**config.mk**
```make
export PLATFORM = sky130hd
export DESIGN_NAME = fu_mul_arbiter
export DESIGN_NICKNAME = d
export VERILOG_FILES = /design/src/rtl/fu_mul_arbiter.sv
export SDC_FILE = /design/constraint.sdc
export NUM_CORES = 1
export LEC_CHECK = 0
export CAP_MARGIN = 20
export CORE_AREA = 5 5 161 163
export DETAILED_ROUTE_END_ITERATION = 16
export DIE_AREA = 0 0 166 168
export SYNTH_ARGS = -nofsm -noshare
export SYNTH_HDL_FRONTEND = slang
export SYNTH_SLANG_ARGS = --single-unit
```
**constraint.sdc**
```tcl
create_clock -name clk -period 7.2 [get_ports clk]
set_clock_uncertainty 0.15 [all_clocks]
set_input_delay 2.16 -clock clk [delete_from_list [all_inputs] [get_ports clk]]
set_output_delay 2.16 -clock clk [all_outputs]
set_load 0.05 [all_outputs]
```
**src/rtl/fu_mul_arbiter.sv**
```systemverilog
// Round-robin arbiter sharing one non-pipelined multiplier among NREQ issue sources,
// holding each result for the CDB. Define FU_MUL_ARB_OVERLAP_EN to issue while a result waits.
module fu_mul_arbiter #(
    parameter int NREQ = 4,
    parameter int TAGW = 5,
    parameter int LAT  = 7
) (
    input  logic                 clk,
    input  logic                 rst,
    input  logic [NREQ-1:0]      req_valid,
    output logic [NREQ-1:0]      req_ready,
    input  logic [NREQ*32-1:0]   req_a,
    input  logic [NREQ*32-1:0]   req_b,
    input  logic [NREQ*TAGW-1:0] req_tag,
    output logic                 fu_en,
    output logic [31:0]          fu_a,
    output logic [31:0]          fu_b,
    input  logic [31:0]          fu_res,
    input  logic                 fu_finish,
    output logic                 cdb_valid,
    input  logic                 cdb_ready,
    output logic [31:0]          cdb_data,
    output logic [TAGW-1:0]      cdb_tag,
    output logic                 busy
);

    localparam int PW = (NREQ > 1) ? $clog2(NREQ) : 1;
    localparam int CW = $clog2(LAT + 2);

    typedef enum logic [1:0] {DRAIN, IDLE, WAIT, DONE} state_t;

    state_t          state_reg;
    logic [CW-1:0]   drain_cnt_reg;
    logic [PW-1:0]   rr_ptr_reg;
    logic [TAGW-1:0] tag_reg;
    logic            cdb_valid_reg;
    logic [31:0]     cdb_data_reg;
    logic [TAGW-1:0] cdb_tag_reg;
    logic            busy_reg;
    logic            res_pending_reg;

    logic [31:0]     a_arr   [NREQ];
    logic [31:0]     b_arr   [NREQ];
    logic [TAGW-1:0] tag_arr [NREQ];
    logic [PW-1:0]   cand_idx [NREQ];

    logic [PW-1:0]   grant_idx;
    logic            grant_any;
    logic            can_grant;

    for (genvar gi = 0; gi < NREQ; gi++) begin : g_slice
        assign a_arr[gi]    = req_a[32*gi +: 32];
        assign b_arr[gi]    = req_b[32*gi +: 32];
        assign tag_arr[gi]  = req_tag[TAGW*gi +: TAGW];
        // cand_idx[k] is the k-th index in round-robin search order after rr_ptr
        assign cand_idx[gi] = PW'((int'(rr_ptr_reg) + gi + 1) % NREQ);
        assign req_ready[gi] = fu_en && (grant_idx == PW'(gi));
    end

    // Walk the search order backwards so the earliest valid candidate wins.
    always_comb begin
        grant_any = 1'b0;
        grant_idx = '0;
        for (int k = NREQ - 1; k >= 0; k--) begin
            if (req_valid[cand_idx[k]]) begin
                grant_any = 1'b1;
                grant_idx = cand_idx[k];
            end
        end
    end

`ifdef FU_MUL_ARB_OVERLAP_EN
    assign can_grant = (state_reg == IDLE) ||
                       ((state_reg == DONE) && !cdb_ready && !res_pending_reg);
`else
    assign can_grant = (state_reg == IDLE) && !res_pending_reg;
`endif

    assign fu_en = can_grant && grant_any;
    assign fu_a  = fu_en ? a_arr[grant_idx] : 32'd0;
    assign fu_b  = fu_en ? b_arr[grant_idx] : 32'd0;

    assign cdb_valid = cdb_valid_reg;
    assign cdb_data  = cdb_data_reg;
    assign cdb_tag   = cdb_tag_reg;
    assign busy      = busy_reg;

    always_ff @(posedge clk) begin
        if (rst) begin
            state_reg       <= DRAIN;
            drain_cnt_reg   <= CW'(LAT + 1);
            cdb_valid_reg   <= 1'b0;
            cdb_data_reg    <= '0;
            cdb_tag_reg     <= '0;
            rr_ptr_reg      <= PW'(NREQ - 1);
            res_pending_reg <= 1'b0;
            busy_reg        <= 1'b1;
            tag_reg         <= '0;
        end else begin
            if (fu_en) begin
                rr_ptr_reg <= grant_idx;
                tag_reg    <= tag_arr[grant_idx];
            end
            case (state_reg)
                // The FU has no reset; let any op issued before reset run out.
                DRAIN: begin
                    drain_cnt_reg <= drain_cnt_reg - CW'(1);
                    if (drain_cnt_reg <= CW'(1)) begin
                        state_reg <= IDLE;
                        busy_reg  <= 1'b0;
                    end
                end
                IDLE: begin
                    if (fu_en) begin
                        state_reg <= WAIT;
                        busy_reg  <= 1'b1;
                    end
                end
                WAIT: begin
`ifdef FU_MUL_ARB_OVERLAP_EN
                    if (cdb_valid_reg && cdb_ready && !fu_finish)
                        cdb_valid_reg <= 1'b0;
                    if (fu_finish) begin
                        state_reg <= DONE;
                        if (cdb_valid_reg && !cdb_ready) begin
                            // Register still occupied: fu_res stays stable, load later.
                            res_pending_reg <= 1'b1;
                        end else begin
                            cdb_valid_reg <= 1'b1;
                            cdb_data_reg  <= fu_res;
                            cdb_tag_reg   <= tag_reg;
                        end
                    end
`else
                    if (fu_finish) begin
                        state_reg     <= DONE;
                        cdb_valid_reg <= 1'b1;
                        cdb_data_reg  <= fu_res;
                        cdb_tag_reg   <= tag_reg;
                    end
`endif
                end
                DONE: begin
`ifdef FU_MUL_ARB_OVERLAP_EN
                    if (cdb_ready) begin
                        if (res_pending_reg) begin
                            cdb_data_reg    <= fu_res;
                            cdb_tag_reg     <= tag_reg;
                            res_pending_reg <= 1'b0;
                        end else begin
                            cdb_valid_reg <= 1'b0;
                            state_reg     <= IDLE;
                            busy_reg      <= 1'b0;
                        end
                    end else if (fu_en) begin
                        state_reg <= WAIT;
                    end
`else
                    if (cdb_ready) begin
                        cdb_valid_reg <= 1'b0;
                        state_reg     <= IDLE;
                        busy_reg      <= 1'b0;
                    end
`endif
                end
                default: begin
                    state_reg <= DRAIN;
                end
            endcase
        end
    end

endmodule

```
# [Word level (Yosys, flattened, before mapping)]
# Index checks and enable logic that the tools add are counted.
# W data, S select, Z words.
[op_classes] addsub=7 magnitude_cmp=6 n_eq_ne=10 n_mux=38 bitwise_logic=1 reduce_logical=13
[ops] operator="$mux W32" count=6
[ops] operator="$bmux W32 S2" count=2
[ops] operator="$mux W2" count=8
[ops] operator="$lt A2 B3 Y1 const B" count=4
[ops] operator="$mux W1" count=12
[ops] operator="$bmux W5 S2" count=1
[ops] operator="$mux W5" count=2
[ops] operator="$add A2 B1 Y2 const B" count=4
[ops] operator="$bmux W1 S2" count=4
[ops] operator="$eq A2 B2 Y1 const B" count=4
[ops] operator="$ne A2 B2 Y1 const B" count=4
[ops] operator="$pmux W2 S4" count=1
[ops] operator="$reduce_and A4 Y1" count=2
[ops] operator="$logic_and A1 B1 Y1" count=5
[ops] operator="$add A2 B2 Y2 const B" count=2
[ops] operator="$eq A2 B1 Y1 const B" count=2
[ops] operator="$le A4 B1 Y1 const B" count=1
[ops] operator="$logic_not A2 Y1" count=2
[ops] operator="$sub A4 B1 Y4 const B" count=1
[ops] operator="$ge A3 B3 Y1 const B" count=1
[ops] operator="$not A2 Y3" count=1
[ops] operator="$pmux W1 S3" count=1
[ops] operator="$reduce_and A3 Y1" count=1
[ops] operator="$reduce_bool A3 Y1" count=1
[ops] operator="other kinds (3)" count=3
[word_totals] reg_bits=52 input_bits=316 out_inout_bits=108 elab_cells=83

# [Logic depth before layout (Yosys ltp)]
# Gate-level depths: netlist of the first run.
[logic_depth] word_depth=13 mapped_depth=9 depth_no_buf=7

# [Worst setup path after synthesis of the first run]
# No wires, ideal clock.
[synth_path] path_type="input-to-output" start="in req_valid[1]" end="out fu_b[10]" arrival_time_ps=4028 required_ps=4890 setup_slack_ps=862 path_stages=8 n_path_buf=3 path_cell_list="or3b_1 -> o221ai_2 -> and4_1 -> buf_2 -> buf_6 -> buf_6 -> a222oi_1 -> a21oi_1"
[synth_between] elab_chain_len=11 elab_cells_between_ends=22 classes_between="mux (20); bitwise (1); reduce/logical (1)"
[synth_lines] element="start: declaration" line="10" source="input logic [NREQ-1:0] req_valid,"
[synth_lines] element="$bmux W1 S2" line="65" source="if (req_valid[cand_idx[k]]) begin"
[synth_lines] element="$mux W1 (implied by the code)" line="65"
[synth_lines] element="$mux W2 (4 in series)" line="65"
[synth_lines] element="$not A2 Y3 (implied by the code)" line="81" source="assign fu_b = fu_en ? b_arr[grant_idx] : 32'd0;"
[synth_lines] element="$bmux W32 S2" line="81"
[synth_lines] element="$mux W32 (implied by the code) (2 in series)" line="81"
[synth_lines] element="$mux W32 (*)" line="81"
[synth_lines] element="end: declaration" line="17" source="output logic [31:0] fu_b,"
# Mark *: on every way between the ends. The rest lies on a longest branch, timed or not. The select of a mux whose other input is x is not followed.

# [Worst setup path in the final report of the first run]
[layout_path] start="in req_valid[3]" end="out fu_a[24]"
[layout_between] elab_chain_len=11 elab_cells_between_ends=22 classes_between="mux (20); bitwise (1); reduce/logical (1)"
[layout_lines] element="$bmux W1 S2" line="65"
[layout_lines] element="$mux W1 (implied by the code)" line="65"
[layout_lines] element="$mux W2 (4 in series)" line="65"
[layout_lines] element="$not A2 Y3 (implied by the code)" line="80" source="assign fu_a = fu_en ? a_arr[grant_idx] : 32'd0;"
[layout_lines] element="$bmux W32 S2" line="80"
[layout_lines] element="$mux W32 (implied by the code) (2 in series)" line="80"
[layout_lines] element="$mux W32 (*)" line="80"
[layout_lines] element="end: declaration" line="16" source="output logic [31:0] fu_a,"
# Marked as above.

==> impl_metrics.json, run 1 <==
{
  "cp_max_fo": 52,
  "cts_setup_buffers": 0,
  "min_path_cells": 2,
  "crit_path_end_kind": "output port",
  "cts_root_buf": "clkbuf_16",
  "critPathCapture": "fu_a[24]",
  "syn_avg_cell_area_um2": 7.12,
  "cp_cell_sequence": "clkdlybuf4s50_1 -> nor2b_4 -> nor2_1 -> o311a_2 -> buf_12 -> a222oi_1 -> a21oi_1 -> buf_12",
  "power_frac_seq_pct": 16.9,
  "drc_errors": 0,
  "p_switching_w": 0.000966,
  "power_density_nw_per_um2": 235,
  "setup_viol": 0,
  "worstPathArrival_ns": 4.60,
  "rr_startpoint": "rr_ptr_reg[0]",
  "die_x_um": 166,
  "combPwrFrac_pct": 70.6,
  "row_count": 57,
  "tightest_slew_ns": 0.999,
  "hold_path_class": "reg2reg",
  "yosysTopAreaCell": "dfxtp_1",
  "cts_buffers": 5,
  "nFillCells": 2432,
  "grt_max_degree": 60,
  "grt_pass1_wl_mm": 34.8,
  "die_area_um2": 27900,
  "start_kind": "input port",
  "ys_seq_area_share_pct": 27.9,
  "slew_viol_final": 0,
  "hold_violations": 0,
  "cpPeakStageDelay_ns": 0.59,
  "first_pass_iters": 8,
  "routed_wl_mm": 23.9,
  "ys_ff_latch": 52,
  "synth_edf_count": 0,
  "synth_area_um2": 3730,
  "rr_worst_depth": 5,
  "period_minus_slack_ns": 6.91,
  "critPathSlowestCell": "clkdlybuf4s50_1",
  "relSlewSlack_pct": 33.4,
  "ant_nets": 0,
  "cts-resized-gates": 0,
  "maxCapViolCount": 0,
  "layout-drive-gt1-share_pct": 11.3,
  "dp.cells": 1231,
  "path_common_cell": "buf_12",
  "rsz0062_at_grt": "no",
  "cts_buffer_depth": 2,
  "hold_buffers": 0,
  "cp_num_buf_inv": 3,
  "cts.clk_slew.worst_paths_ns": 0.06,
  "yosysWarnings": 0,
  "dp_hpwl_mm": 19.5,
  "syn_to_final_growth_pct": 143,
  "via_per_inst": 4.57,
  "start_util_pct": 15.4,
  "die_h_um": 168,
  "grt_pass1_vias": 5747,
  "fin_cells": 1242,
  "synth_top_area_share_pct": 27.9,
  "io_pins": 424,
  "reg2reg_slack_ns": 4.92,
  "synthCells": 524,
  "largest_register_ffs": 32,
  "io_buffers": 423,
  "fmax_ghz": 0.145,
  "status": "finished clean",
  "min_period_over_period_pct": 96.0,
  "critPathKind": "in2out",
  "peakVddDrop_v": 0.000122,
  "gp_congestion": 0.901,
  "finalNetCount": 1238,
  "grt_antenna_before_repair": 4,
  "clock_latency_ns": 0.29,
  "rr_endpoint": "tag_reg[2]",
  "worstPathRequired_ns": 4.89,
  "cts.sinks": 52,
  "tns_ns": 0,
  "pwr-share-clk_pct": 12.5,
  "p_int_w": 0.00117,
  "wl_per_cell_um": 19.3,
  "syn-num-nets": 848,
  "startpoint": "req_valid[3]",
  "drt_iter0_drc": 583,
  "final_common_cell": "clkdlybuf4s50_1",
  "swShare_pct": 45.3,
  "synth.distinct_cells": 42,
  "vias": 5681,
  "grt_use_total_pct": 15.7,
  "cpLargestDelayFamily": "compound AO/OA/AOI/OAI gates",
  "async_flop_share_pct": 0,
  "yosys-top-cells-area": "dfxtp_1, a222oi_1, nand2_1, a21oi_1, clkbuf_1",
  "htree_num_levels": 2,
  "cp.depth": 8,
  "overflow": 0,
  "cts_tree": "yes",
  "final_cell_mix": "clkdlybuf4s50_1, nand2_1, a21oi_1, buf_12, a222oi_1",
  "core_area_um2": 24200,
  "synth_ff_type": "dfxtp_1",
  "p_leak_nw": 3.19
}
## logic make-up after synthesis
kind of cell | after synthesis | share of synthesized area (%)
AO/OA/AOI/OAI | 197 | 37.3
AND/OR/NAND/NOR | 193 | 21.0
buffers and inverters | 65 | 8.59
flip-flops | 52 | 27.9
adder cells (fa/ha/maj) | 8 | 2.68
multiplexers | 6 | 1.71
XOR/XNOR | 3 | 0.705
## area by class of cell
class	count	area, um^2	share of cell area [%]
diodes	3	7.51	0.0828
clock buffers	5	125	1.38
clock inverters	3	42.5	0.469
inverters	12	45.0	0.497
multi-input cells	407	2370	26.2
flip-flops and latches	52	1040	11.5
well taps	324	405	4.47
repair buffers	436	5030	55.5
## power by group through the flow
stage | Combinational, W | Sequential (W) | Clock [W]
global route | 0.00160 | 0.000368 | 0.000289
floorplan | 0.000756 | 0.000408 | 0
detailed placement | 0.00152 | 0.000368 | 0
global placement | 0.00152 | 0.000367 | 0
CTS | 0.00153 | 0.000361 | 0.000279
finish | 0.00151 | 0.000361 | 0.000267
## tightest hold or removal path: stages (launching register included)
cell     delay, ns
dfxtp_1       0.31
nand2_1       0.05
a21oi_1       0.05
## per-stage QoR
stage | cell area, um^2 | hold slack (ns) | util, % | worst slack (ns) | total power (W)
6_report | 9070 | 0.304 | 37.5 | 0.290 | 0.00214
5_1_grt | 9070 | 0.320 | 37.5 | 0.166 | 0.00226
4_1_cts | 9060 | 0.305 | 37.5 | 0.297 | 0.00217
3_5_place_dp | 8890 | 0.296 | 36.8 | 0.300 | 0.00189
3_3_place_gp | 8890 | 0.290 | 36.8 | 0.307 | 0.00189
2_1_floorplan | 3730 | 0.282 | - | 0.862 | 0.00116
## worst min-delay path by stage
stage,slack [ns],start,end
2_1_floorplan,0.28,tag_reg[0],cdb_tag[0]
3_3_place_gp,0.29,tag_reg[2],cdb_tag[2]
3_5_place_dp,0.30,cdb_data[23],cdb_data[23]
4_1_cts,0.30,cdb_data[23],cdb_data[23]
5_1_grt,0.32,cdb_data[8],cdb_data[8]
6_report,0.30,cdb_data[23],cdb_data[23]
## cells in the mapped netlist, types with 2 or more instances
cell type    n
buf_1        2
buf_6        8
inv_1       11
and2_1       4
a222oi_1    64
buf_2       10
o21ai_0      7
o311a_1      2
mux2_2       3
clkbuf_1    32
nor2b_1      3
xnor2_1      2
a211o_1      2
dfxtp_1     52
ha_1         8
a221oi_1     4
mux2i_1      3
nand2_1    152
nor2_1      23
a211oi_1     5
and3_1       2
a21oi_1    104
nand2b_1     2
## per-layer routing
layer / up-vias / global-route usage, % / part of all wire [%]
li1: 2733 / - / -
met1: 2658 / 17.7 / 38
met2: 261 / 29.0 / 52
met3: 27 / 5.30 / 8.9
met4: 2 / 3.34 / 1.7
met5: - / 0 / 0.029
Power figures use the tool's default switching activity.
==> run 2: changes to the inputs <==
- CAP_MARGIN: 20 -> not set
- TNS_END_PERCENT: not set -> 100
==> results of run 2 <==
Final layout, timing and power as in run 1 (identical DEF).
==> RTL edit 1, RTL diff (config.mk and constraints of run 2) <==
Build with the macro `FU_MUL_ARB_OVERLAP_EN` defined.
--- a/src/rtl/fu_mul_arbiter.sv
+++ b/src/rtl/fu_mul_arbiter.sv
@@ -1,5 +1,7 @@
 // Round-robin arbiter sharing one non-pipelined multiplier among NREQ issue sources,
 // holding each result for the CDB. Define FU_MUL_ARB_OVERLAP_EN to issue while a result waits.
+`define FU_MUL_ARB_OVERLAP_EN
+
 module fu_mul_arbiter #(
     parameter int NREQ = 4,
     parameter int TAGW = 5,
Formal check against the unedited RTL: no difference found for any inputs over 4 cycles, from zero or initial values and one cycle with rst high; that may be too few to reach the edited logic, so the function may still have changed.
==> RTL edit 1 against run 2 <==
- critical path depth is the same
- highest routed layer is now met4
- die area stayed put
- total power grew 1.7%
- via count rose by 1.2%
- sequential cell count grew 1
- setup slack better by 0.080 ns
- largest cell class unchanged
- design area increased by 0.99%
- critical endpoint is now fu_b[6]
- area after synthesis up 3.2%
- fmax grew 1.2%
- synthesized cell count fell by 6.1%
- count of clock-buffer cells in the layout grew 1
- clock power fell by 9.7%
- wire length rose by 1.1%
==> RTL edit 1: results (changes against run 2) <==
metric	value	unit	change
status	completed		
GR Util met3	4.619	%	-0.68 points
CP top delay family	buffers and inverters		
register area share after synthesis	27.57	%	-0.35 points
post-CTS sizing	0		unchanged
Final GP Congestion	0.8690		-3.5%
Via-to-Cell Ratio	4.781		+4.5%
first-pass GRT wire length	34820	um	+0.18%
grt met2 use	29.47	%	+0.46 points
Metal-1 WL	9046	um	+0.31%
Min-Delay Path Class	reg -> reg		
DP Wirelength	19410	um	-0.59%
relative slew slack	31.70	%	-1.7 points
largest net degree at the start of global routing	54		-10%
GRT Total Usage	15.79	%	+0.038 points
highest ir drop seen on vdd	0.1304	mV	+6.8%
Hold Vio Cnt, Final	0		unchanged
Max Root-Sink Buffers	2		unchanged
Worst path slowest cell	clkdlybuf4s50_1		
Mapped Nets	810		-4.5%
drt initial violations	578		-0.86%
largest cells by area after synthesis	dfxtp_1 28%, a222oi_1 17%, mux2i_1 9.6%		
Clock transition at path regs	0.06	ns	about the same
top cells by count, synth	72 x a21oi_1, 64 x a222oi_1, 64 x nand3_1, 54 x nor2_1, 53 x dfxtp_1		
uppermost layer routed	met4		
MaxCap Viol Count	0		unchanged
metal3 WL	2160	um	+1.7%
met2 wire length	12690	um	+2.6%
CTS buffer count	5		unchanged
Leakage Power	3.509	nW	+9.9%
GRT met1 Usage	17.54	%	-0.13 points
ys async rst share	0	%	unchanged
Vias	5751		+1.2%
synth unique cells	43		+2.4%
number of flip-flops in the largest register	32		unchanged
max incr delay on CP	0.63	ns	+0.04 ns
Placed Instances	1193		-3.1%
port bufs	423		unchanged
Cells after Synth	492		-6.1%
CP Data Arrival Time	4.52	ns	-0.08 ns
DP Area	9006	um^2	+1.3%
DP Worst Slack	0.3668	ns	+0.06709 ns
largest fanout on the critical path	44		-15%
share of cells above drive strength 1	12.79	%	+1.5 points
Routed WL	24210	um	+1.1%
initial antenna violation count	3		-1
1st-pass router iterations	10		+2
Ys Warns	0		unchanged
clock root cell	clkbuf_16		
vias in the first global route	5708		-0.68%
top-count cell post-synth	a21oi_1		
[RTL edit 1: final cells by class]
class,count,area [um^2]
Inverter,5,18.77
Clock buffer,6,138.9
Sequential cell,53,1061
Tap cell,324,405.4
Timing Repair Buffer,441,5037
Multi-Input combinational cell,370,2484
Clock inverter,1,7.507
Antenna cell,3,7.507
Fill cell,2437,15020
[RTL edit 1: worst register-to-register path, stage by stage (launching register included)]
cell and delay [ns]:
dfxtp_1 0.57, nor2b_4 0.09, nor2_1 0.15, a21o_2 0.49, buf_4 0.25, a221oi_1 0.09, a211oi_1 0.25
[RTL edit 1: path summary, 6_finish.rpt]
check / endpoint / slack [ns] / cells after the start / start
setup / recovery: fu_b[6] / 0.37 / 8 / req_valid[0]
setup reg to reg: tag_reg[3]$_SDFFE_PP0P_ / 5.07 / 6 / rr_ptr_reg[0]$_SDFFE_PP1P_
hold reg to reg: cdb_data[12]$_SDFFE_PP0P_ / 0.34 / 2 / cdb_data[12]$_SDFFE_PP0P_
hold / removal: cdb_data[12]$_SDFFE_PP0P_ / 0.34 / 2 / cdb_data[12]$_SDFFE_PP0P_
[RTL edit 1: logic make-up (layout without fill, tap and decap cells)]
group | count (synthesis) | count (layout) | synth area share (%)
AOI/OAI and AO/OA | 171 | 171 | 33.06
and+or+nand+nor | 153 | 153 | 18.53
buffers and inverters | 69 | 453 | 8.648
DFF | 53 | 53 | 27.57
muxes | 42 | 42 | 11.09
adders and majority gates | 2 | 2 | 0.6501
xor gates and xnor gates | 2 | 2 | 0.4552
other | 0 | 3 | 0
[RTL edit 1: where the power goes]
group / total, mW / leakage (nW) / switching [mW] / internal (mW)
sequential: 0.387 / 0.430 / 0.0447 / 0.343
combinational: 1.54 / 3.01 / 0.860 / 0.682
clock: 0.241 / 0.0690 / 0.104 / 0.137
==> RTL edit 2, RTL diff (config.mk and constraints of run 2) <==
Made on the original files. The 4 states of `state_t` get a one-hot encoding in 4 bits.
--- a/src/rtl/fu_mul_arbiter.sv
+++ b/src/rtl/fu_mul_arbiter.sv
@@ -27,7 +27,7 @@
     localparam int PW = (NREQ > 1) ? $clog2(NREQ) : 1;
     localparam int CW = $clog2(LAT + 2);
 
-    typedef enum logic [1:0] {DRAIN, IDLE, WAIT, DONE} state_t;
+    typedef enum logic [3:0] {DRAIN = 4'b0001, IDLE = 4'b0010, WAIT = 4'b0100, DONE = 4'b1000} state_t;
 
     state_t          state_reg;
     logic [CW-1:0]   drain_cnt_reg;
Formal check against the unedited RTL: same outputs for any inputs over 4 cycles, from zero or initial values and one cycle with rst high; so few cycles prove little.
==> RTL edit 2 against run 2 <==
- final cell count increased by 0.97%
- synthesized cell count is 1.5% higher
- design area is 3.6% higher
- worst hold slack barely moved
- critical path type unchanged
- setup slack worse by 0.037 ns
- first-iteration DRC count down 10%
- wire length grew 8.7%
- die area unchanged
- critical endpoint is now fu_b[8]
- area after synthesis is 8.0% higher
- sequential cell count is 2 higher
Power is not compared: it rests on default switching activity, and its combinational part moved more than twofold at a synthesized area within 25%.
==> RTL edit 2: results (changes against run 2) <==
metric	value	unit	change
vias in the first global route	5615		-2.3%
DP Worst Slack	0.2805	ns	-0.01920 ns
met2 wire length	12740	um	+3.0%
largest fanout on the critical path	27		-48%
Layout clock area frac	1.891	%	+0.042 points
sequential cell area share	11.50	%	+0.026 points
synth unique cells	53		+26%
share of cells above drive strength 1	15.73	%	+4.5 points
largest net degree at the start of global routing	66		+10%
Final GP Congestion	0.9810		+8.9%
status	completed		
grt met2 use	29.19	%	+0.18 points
DP Area	9215	um^2	+3.6%
Multi-In Gates	418		+2.7%
clock sink count	54		+3.8%
syn avg cell area	7.571	um^2	+6.4%
area of the multi-input gates	2653	um^2	+12%
initial antenna violation count	5		+1
first-pass GRT wire length	37560	um	+8.1%
drt initial violations	522		-10%
clock buf count	6		+1
max incr delay on CP	0.72	ns	+0.13 ns
Filler cells	2409		-0.95%
Non-CTS buffers	439		+0.69%
Non-clock inverters	9		-3
register area share after synthesis	26.84	%	-1.1 points
Wirelength per Cell	20.74	um	+7.6%
GRT met1 Usage	21.53	%	+3.9 points
Pwr Total	926.3	uW	
-- RTL edit 2: cell count changes after synthesis, sizes merged, moves of 9 or more --
cell and delta:
a22oi +120, a222oi -60, a21oi -53, clkbuf -15, buf +13, nor2 -9
-- RTL edit 2: path summary, 6_finish.rpt --
kind,cells after the start,from,to,slack [ns]
max reg2reg,5,rr_ptr_reg[1]$_SDFFE_PP1P_,tag_reg[4]$_SDFFE_PP0P_,5.21
min,2,cdb_data[24]$_SDFFE_PP0P_,cdb_data[24]$_SDFFE_PP0P_,0.30
max,8,req_valid[3],fu_b[8],0.25
min reg2reg,2,cdb_data[24]$_SDFFE_PP0P_,cdb_data[24]$_SDFFE_PP0P_,0.30
-- RTL edit 2: cell families after synthesis --
logic type / count (synthesis) / synth area share, %
AOI/OAI and AO/OA: 210 / 41.22
and+or+nand+nor: 198 / 21.59
buffers and inverters: 60 / 7.828
DFF: 54 / 26.84
muxes: 5 / 1.243
xor gates and xnor gates: 3 / 0.6525
adders and majority gates: 2 / 0.6212
